[config.mk]
export PLATFORM = sky130hd
export DESIGN_NAME = alu_wb_buffer
export DESIGN_NICKNAME = d
export VERILOG_FILES = /design/src/rtl/alu_wb_buffer_pkg.sv /design/src/rtl/alu_wb_fifo_core.sv /design/src/rtl/alu_wb_buffer.sv
export SDC_FILE = /design/constraint.sdc
export NUM_CORES = 1
export LEC_CHECK = 0
export BUFFER_PORTS_ARGS = -buffer_cell sky130_fd_sc_hd__buf_4
export CAP_MARGIN = 30
export CORE_MARGIN = 10
export CORE_UTILIZATION = 54
export DETAILED_ROUTE_END_ITERATION = 16
export GPL_ROUTABILITY_DRIVEN = 0
export HOLD_SLACK_MARGIN = 0.06
export PLACE_DENSITY = 0.81
export SYNTH_ARGS = -nofsm -noshare
export SYNTH_HDL_FRONTEND = slang
export SYNTH_HIERARCHICAL = 1
export SYNTH_SLANG_ARGS = --single-unit
[constraint.sdc]
create_clock -name clk -period 7.1 [get_ports clk]
set_input_delay 1.42 -clock clk [delete_from_list [all_inputs] [get_ports clk]]
set_output_delay 1.42 -clock clk [all_outputs]
set_load 0.01 [all_outputs]
[src/rtl/alu_wb_buffer_pkg.sv]
// Shared types and constants for the ALU writeback buffer.
// Latency: n/a (declarations only).
// Backpressure: n/a.
package alu_wb_buffer_pkg;

  localparam int SIZE_DATA           = 32;
  localparam int SIZE_PHYSICAL_LOG   = 7;
  localparam int SIZE_ACTIVELIST_LOG = 7;
  localparam int EXECUTION_FLAGS     = 6;

  // Bit positions inside the ALU flag vector
  localparam int FLAG_DEST_WR    = 4;
  localparam int FLAG_EXECUTED   = 2;
  localparam int FLAG_EXCEPTION  = 1;
  localparam int FLAG_MISPREDICT = 0;

  // One buffered ALU completion
  typedef struct packed {
    logic [SIZE_DATA-1:0]           result;
    logic [EXECUTION_FLAGS-1:0]     flags;
    logic [SIZE_PHYSICAL_LOG-1:0]   phy_dest;
    logic [SIZE_ACTIVELIST_LOG-1:0] al_id;
  } wb_entry_t;

endpackage

[src/rtl/alu_wb_fifo_core.sv]
// Generic DEPTH-entry circular buffer with push, pop, flush and occupancy count.
// Latency: a pushed entry reaches head_o the cycle after the push (no flow-through).
// Backpressure: caller must not push when full nor pop when empty; flush wins over both.
module alu_wb_fifo_core #(
  parameter int WIDTH = 8,
  parameter int DEPTH = 2,
  localparam int PTR_W = $clog2(DEPTH),
  localparam int CNT_W = PTR_W + 1
) (
  input  logic             clk,
  input  logic             reset,
  input  logic             flush_i,
  input  logic             push_i,
  input  logic             pop_i,
  input  logic [WIDTH-1:0] din_i,
  output logic [WIDTH-1:0] head_o,
  output logic [CNT_W-1:0] count_o
);

  logic [WIDTH-1:0] mem_q [DEPTH];
  logic [PTR_W-1:0] head_q, head_d;
  logic [PTR_W-1:0] tail_q, tail_d;
  logic [CNT_W-1:0] count_q, count_d;

  // Next-state pointers and count; DEPTH is a power of two so pointers wrap on overflow
  always_comb begin
    head_d  = head_q;
    tail_d  = tail_q;
    count_d = count_q;
    if (flush_i) begin
      head_d  = '0;
      tail_d  = '0;
      count_d = '0;
    end else begin
      if (push_i) tail_d = tail_q + 1'b1;
      if (pop_i)  head_d = head_q + 1'b1;
      count_d = count_q + CNT_W'(push_i) - CNT_W'(pop_i);
    end
  end

  // Pointer and count registers
  always_ff @(posedge clk) begin
    if (reset) begin
      head_q  <= '0;
      tail_q  <= '0;
      count_q <= '0;
    end else begin
      head_q  <= head_d;
      tail_q  <= tail_d;
      count_q <= count_d;
    end
  end

  // Entry storage; left uninitialised by reset since count gates every read
  always_ff @(posedge clk) begin
    if (push_i && !flush_i) mem_q[tail_q] <= din_i;
  end

  assign head_o  = mem_q[head_q];
  assign count_o = count_q;

endmodule

[src/rtl/alu_wb_buffer.sv]
// Skid buffer between the ALU and the shared writeback bus, plus completion packet register.
// Latency: push in cycle N is visible on wb_valid_o at N+1; a pop in cycle M gives ctrl_valid_o at M+1.
// Backpressure: in_ready_o comes from registered count only; dest-writing heads wait for wb_grant_i, NOPs auto-pop.
module alu_wb_buffer
  import alu_wb_buffer_pkg::*;
#(
  parameter int DEPTH = 2,
  localparam int CNT_W = $clog2(DEPTH) + 1
) (
  input  logic                           clk,
  input  logic                           reset,
  input  logic                           recover_flush_i,
  input  logic                           in_valid_i,
  output logic                           in_ready_o,
  input  logic [SIZE_DATA-1:0]           result_i,
  input  logic [EXECUTION_FLAGS-1:0]     flags_i,
  input  logic [SIZE_PHYSICAL_LOG-1:0]   phy_dest_i,
  input  logic [SIZE_ACTIVELIST_LOG-1:0] al_id_i,
  output logic                           wb_valid_o,
  input  logic                           wb_grant_i,
  output logic [SIZE_DATA-1:0]           wb_data_o,
  output logic [SIZE_PHYSICAL_LOG-1:0]   wb_tag_o,
  output logic                           ctrl_valid_o,
  output logic [SIZE_ACTIVELIST_LOG-1:0] ctrl_al_id_o,
  output logic [EXECUTION_FLAGS-1:0]     ctrl_flags_o,
  output logic [CNT_W-1:0]               occupancy_o
);

  wb_entry_t              in_entry;
  wb_entry_t              head_entry;
  logic [$bits(wb_entry_t)-1:0] head_raw;
  logic [CNT_W-1:0]       count;
  logic                   non_empty;
  logic                   head_dest;
  logic                   push;
  logic                   pop;

  logic                           ctrl_valid_q, ctrl_valid_d;
  logic [SIZE_ACTIVELIST_LOG-1:0] ctrl_al_id_q, ctrl_al_id_d;
  logic [EXECUTION_FLAGS-1:0]     ctrl_flags_q, ctrl_flags_d;

  assign in_entry = '{result: result_i, flags: flags_i, phy_dest: phy_dest_i, al_id: al_id_i};
  assign head_entry = wb_entry_t'(head_raw);

  alu_wb_fifo_core #(
    .WIDTH ($bits(wb_entry_t)),
    .DEPTH (DEPTH)
  ) u_fifo (
    .clk     (clk),
    .reset   (reset),
    .flush_i (recover_flush_i),
    .push_i  (push),
    .pop_i   (pop),
    .din_i   (in_entry),
    .head_o  (head_raw),
    .count_o (count)
  );

  // Accept/pop decisions: NOP heads leave on their own, dest heads need the bus; flush kills both
  always_comb begin
    in_ready_o = (count != CNT_W'(DEPTH));
    non_empty  = (count != '0);
    head_dest  = head_entry.flags[FLAG_DEST_WR];
    push       = in_valid_i & in_ready_o & ~recover_flush_i;
    pop        = non_empty & (head_dest ? wb_grant_i : 1'b1) & ~recover_flush_i;
  end

  // Writeback request side; data forced to zero when empty so outputs read 0 after reset
  always_comb begin
    wb_valid_o  = non_empty & head_dest;
    wb_data_o   = non_empty ? head_entry.result   : '0;
    wb_tag_o    = non_empty ? head_entry.phy_dest : '0;
    occupancy_o = count;
  end

  // Completion packet next state: captures the entry leaving the head
  always_comb begin
    ctrl_valid_d = pop;
    ctrl_al_id_d = ctrl_al_id_q;
    ctrl_flags_d = ctrl_flags_q;
    if (pop) begin
      ctrl_al_id_d = head_entry.al_id;
      ctrl_flags_d = head_entry.flags;
    end
  end

  // Completion packet register
  always_ff @(posedge clk) begin
    if (reset) begin
      ctrl_valid_q <= 1'b0;
      ctrl_al_id_q <= '0;
      ctrl_flags_q <= '0;
    end else begin
      ctrl_valid_q <= ctrl_valid_d;
      ctrl_al_id_q <= ctrl_al_id_d;
      ctrl_flags_q <= ctrl_flags_d;
    end
  end

  assign ctrl_valid_o = ctrl_valid_q;
  assign ctrl_al_id_o = ctrl_al_id_q;
  assign ctrl_flags_o = ctrl_flags_q;

endmodule

==> results_dict.tcl <==
set metrics [dict create \
    synth-edff-count 104 \
    hold_class "reg2reg" \
    grt_use_total_pct 14.4 \
    yosysSeqAreaShare_pct 68.0 \
    grt_pass1_wl_mm 15.8 \
    rsz0062_at_grt "no" \
    clk_pin_slew_ps 60 \
    start_kind "flop" \
    end_kind "output port" \
    grt_overflow 0 \
    core_area_mm2 0.00928 \
    maxSlewViolCount 0 \
    clock.fmax_ghz 0.288 \
    dp_slack_ps 3740 \
    ir_drop_v 0.000171 \
    timing.final.crit_share_pct 49.0 \
    status "finished, final reports clean" \
    syn_nets 348 \
    yosysUniqueCellTypes 25 \
    cts_resized 0 \
    powerDensity_mw_per_mm2 266 \
    drive_gt1_share_pct 48.7 \
    worst_pin_slew_ps 863 \
    fin_ws_ps 3620 \
    die_h_um 118 \
    register_area_mm2 0.00351 \
    power_uw 1780 \
    drcViolationCount 0 \
    cp_slowest_stage_delay_ps 610 \
    pin_count 114 \
    multiInputGateArea_mm2 0.00149 \
    synthToLayoutAreaGrowth_pct 29.7 \
    cts-root-buf "clkbuf_8" \
    first_global_vias 3067 \
    power.leakage_uw 0.00261 \
    antenna_found_initial 0 \
    antenna_left 0 \
    post_cts_buffers 0 \
    rows 35 \
    slew-limit-headroom_pct 42.3 \
    fillers 605 \
    ys_seq_elements 123 \
    finalSetupTns_ps 0 \
    portBuffers 113 \
    synthMostInstantiatedCell "edfxtp_1" \
    rrSetupSlack_ps 3980 \
    synth_top_area_share_pct 60.6 \
    synthesis.instances 289 \
    start_util_pct 55.5 \
    cts_made_buffers 17 \
    cts_sinks 123 \
    utilization_pct 71.9 \
    die_x_um 118 \
    netlist_top_cells_area "edfxtp_1 61%, mux2_4 15%, dfxtp_1 7.4%" \
    clk_latency_ps 500 \
    synth_flop_cell "edfxtp_1" \
    synth_commonest_cells "104 x edfxtp_1, 50 x mux2_4, 40 x and2_1, 24 x nand2b_1, 19 x dfxtp_1" \
    syn_avg_cell_area_um2 17.8 \
    syn_area_mm2 0.00515 \
    path_class "reg2out" \
    drt-vias-per-instance 4.94 \
    worst_path_max_delay_cell "dfxtp_4" \
    ys_warn_count 6 \
    required_ps 5680 \
    die_area_mm2 0.0138 \
    crit_fanout 33 \
    num_antenna_cells 0 \
    finalSetupViolCount 0 \
    period_needed_ps 3480 \
    synthArstFlopShare_pct 0 \
    clockBufferDepth 2 \
    fin_worst_skew_ps 6.11 \
    hold_viol 0 \
    vias 2738 \
    drtPass1Iterations 4 \
    wl_per_cell_um 17.6 \
    synth_top_area_cell "edfxtp_1" \
    nets 471 \
    path_cells "buf_16, mux2_4, and2_1, buf_4" \
    htree_levels 4 \
    grt_max_degree 53 \
    dp_hpwl_mm 6.30 \
    arrival_ps 2060 \
    maxCapViolCount 0 \
    drt-initial-drc-count 178 \
    tritoncts "yes" \
    wl_mm 9.73 \
    cts_hold_buf 0 \
]
flip-flops by register name, summed over array words and instances, names as in the netlist, named ones only:
name            flops
u_fifo/head_q       1
ctrl_valid_o        1
u_fifo/tail_q       1
u_fifo/count_o      2
u_fifo/mem_q      104
ctrl_al_id_o        7
ctrl_flags_o        6
cell type report:
cell class                 count  share of cell area [%]
clock inverter                15                    2.96
clock buffer                  17                    6.20
timing repair buffer         117                    13.5
tap                          129                    2.42
multi-input combinational    150                    22.3
inverter                       3                   0.169
sequential                   123                    52.5
where the power goes:
| part | internal, uW | leakage (uW) | switching (uW) |
|---|---|---|---|
| registers | 798 | 0.00110 | 5.33 |
| logic | 59.0 | 0.00123 | 44.1 |
| clock network | 569 | 0.000286 | 303 |
per-layer routing:
metal	global-route usage (%)	up-vias	wire length, um
met5	0	-	0
met4	5.10	0	121
met3	5.85	11	778
met2	22.9	108	4640
met1	17.2	1315	4190
li1	-	1304	-
worst paths after layout:
| check | from | depth (start not counted) | end |
|---|---|---|---|
| worst max register to register | flop | 9 | u_fifo/count_o[1]$_SDFF_PP0_ |
| worst max-delay path | flop | 4 | wb_valid_o |
| worst min-delay path | ctrl_al_id_o[2]$_SDFFE_PP0P_ | 2 | ctrl_al_id_o[2]$_SDFFE_PP0P_ |
| worst min register to register | ctrl_al_id_o[2]$_SDFFE_PP0P_ | 2 | ctrl_al_id_o[2]$_SDFFE_PP0P_ |
placed cells by master, fill, tap and decap left out, types with 2 or more instances in the layout:
| cell type | count |
|---|---|
| dfxtp_1 | 18 |
| bufinv_16 | 4 |
| clkbuf_16 | 16 |
| edfxtp_1 | 104 |
| xnor2_1 | 2 |
| inv_1 | 3 |
| ha_1 | 2 |
| clkinvlp_4 | 4 |
| mux2_4 | 50 |
| buf_4 | 116 |
| clkinv_4 | 2 |
| inv_6 | 2 |
| nand2b_1 | 24 |
| and2_1 | 40 |
| mux2i_1 | 12 |
| mux2_2 | 2 |
| clkinv_1 | 2 |
| nor3_1 | 6 |
cells by family after synthesis:
| kind of cell | count (synthesis) | synth area share (%) |
|---|---|---|
| mux | 64 | 17.3 |
| compound gates | 1 | 0.122 |
| buf+inv | 16 | 3.21 |
| xor+xnor | 3 | 0.777 |
| simple gates | 80 | 10.1 |
| flops | 123 | 68.0 |
| fa+ha+maj | 2 | 0.486 |
stage by stage:
| step | cell area (um2) | hold slack [ps] | instances |
|---|---|---|---|
| 2_1_floorplan | 5150 | 493 | 289 |
| 3_3_place_gp | 6040 | 460 | 521 |
| 3_5_place_dp | 6040 | 467 | 521 |
| 4_1_cts | 6650 | 478 | 553 |
| 5_1_grt | 6680 | 499 | 554 |
| 6_report | 6680 | 475 | 554 |
critical path, delay by kind of cell, from the launching register on:
| kind | cells | cell delay, ps |
|---|---|---|
| buffers and inverters | 2 | 430 |
| flip-flops | 1 | 610 |
| multiplexers | 1 | 360 |
| AND/OR/NAND/NOR | 1 | 140 |
Power figures use the tool's default switching activity.
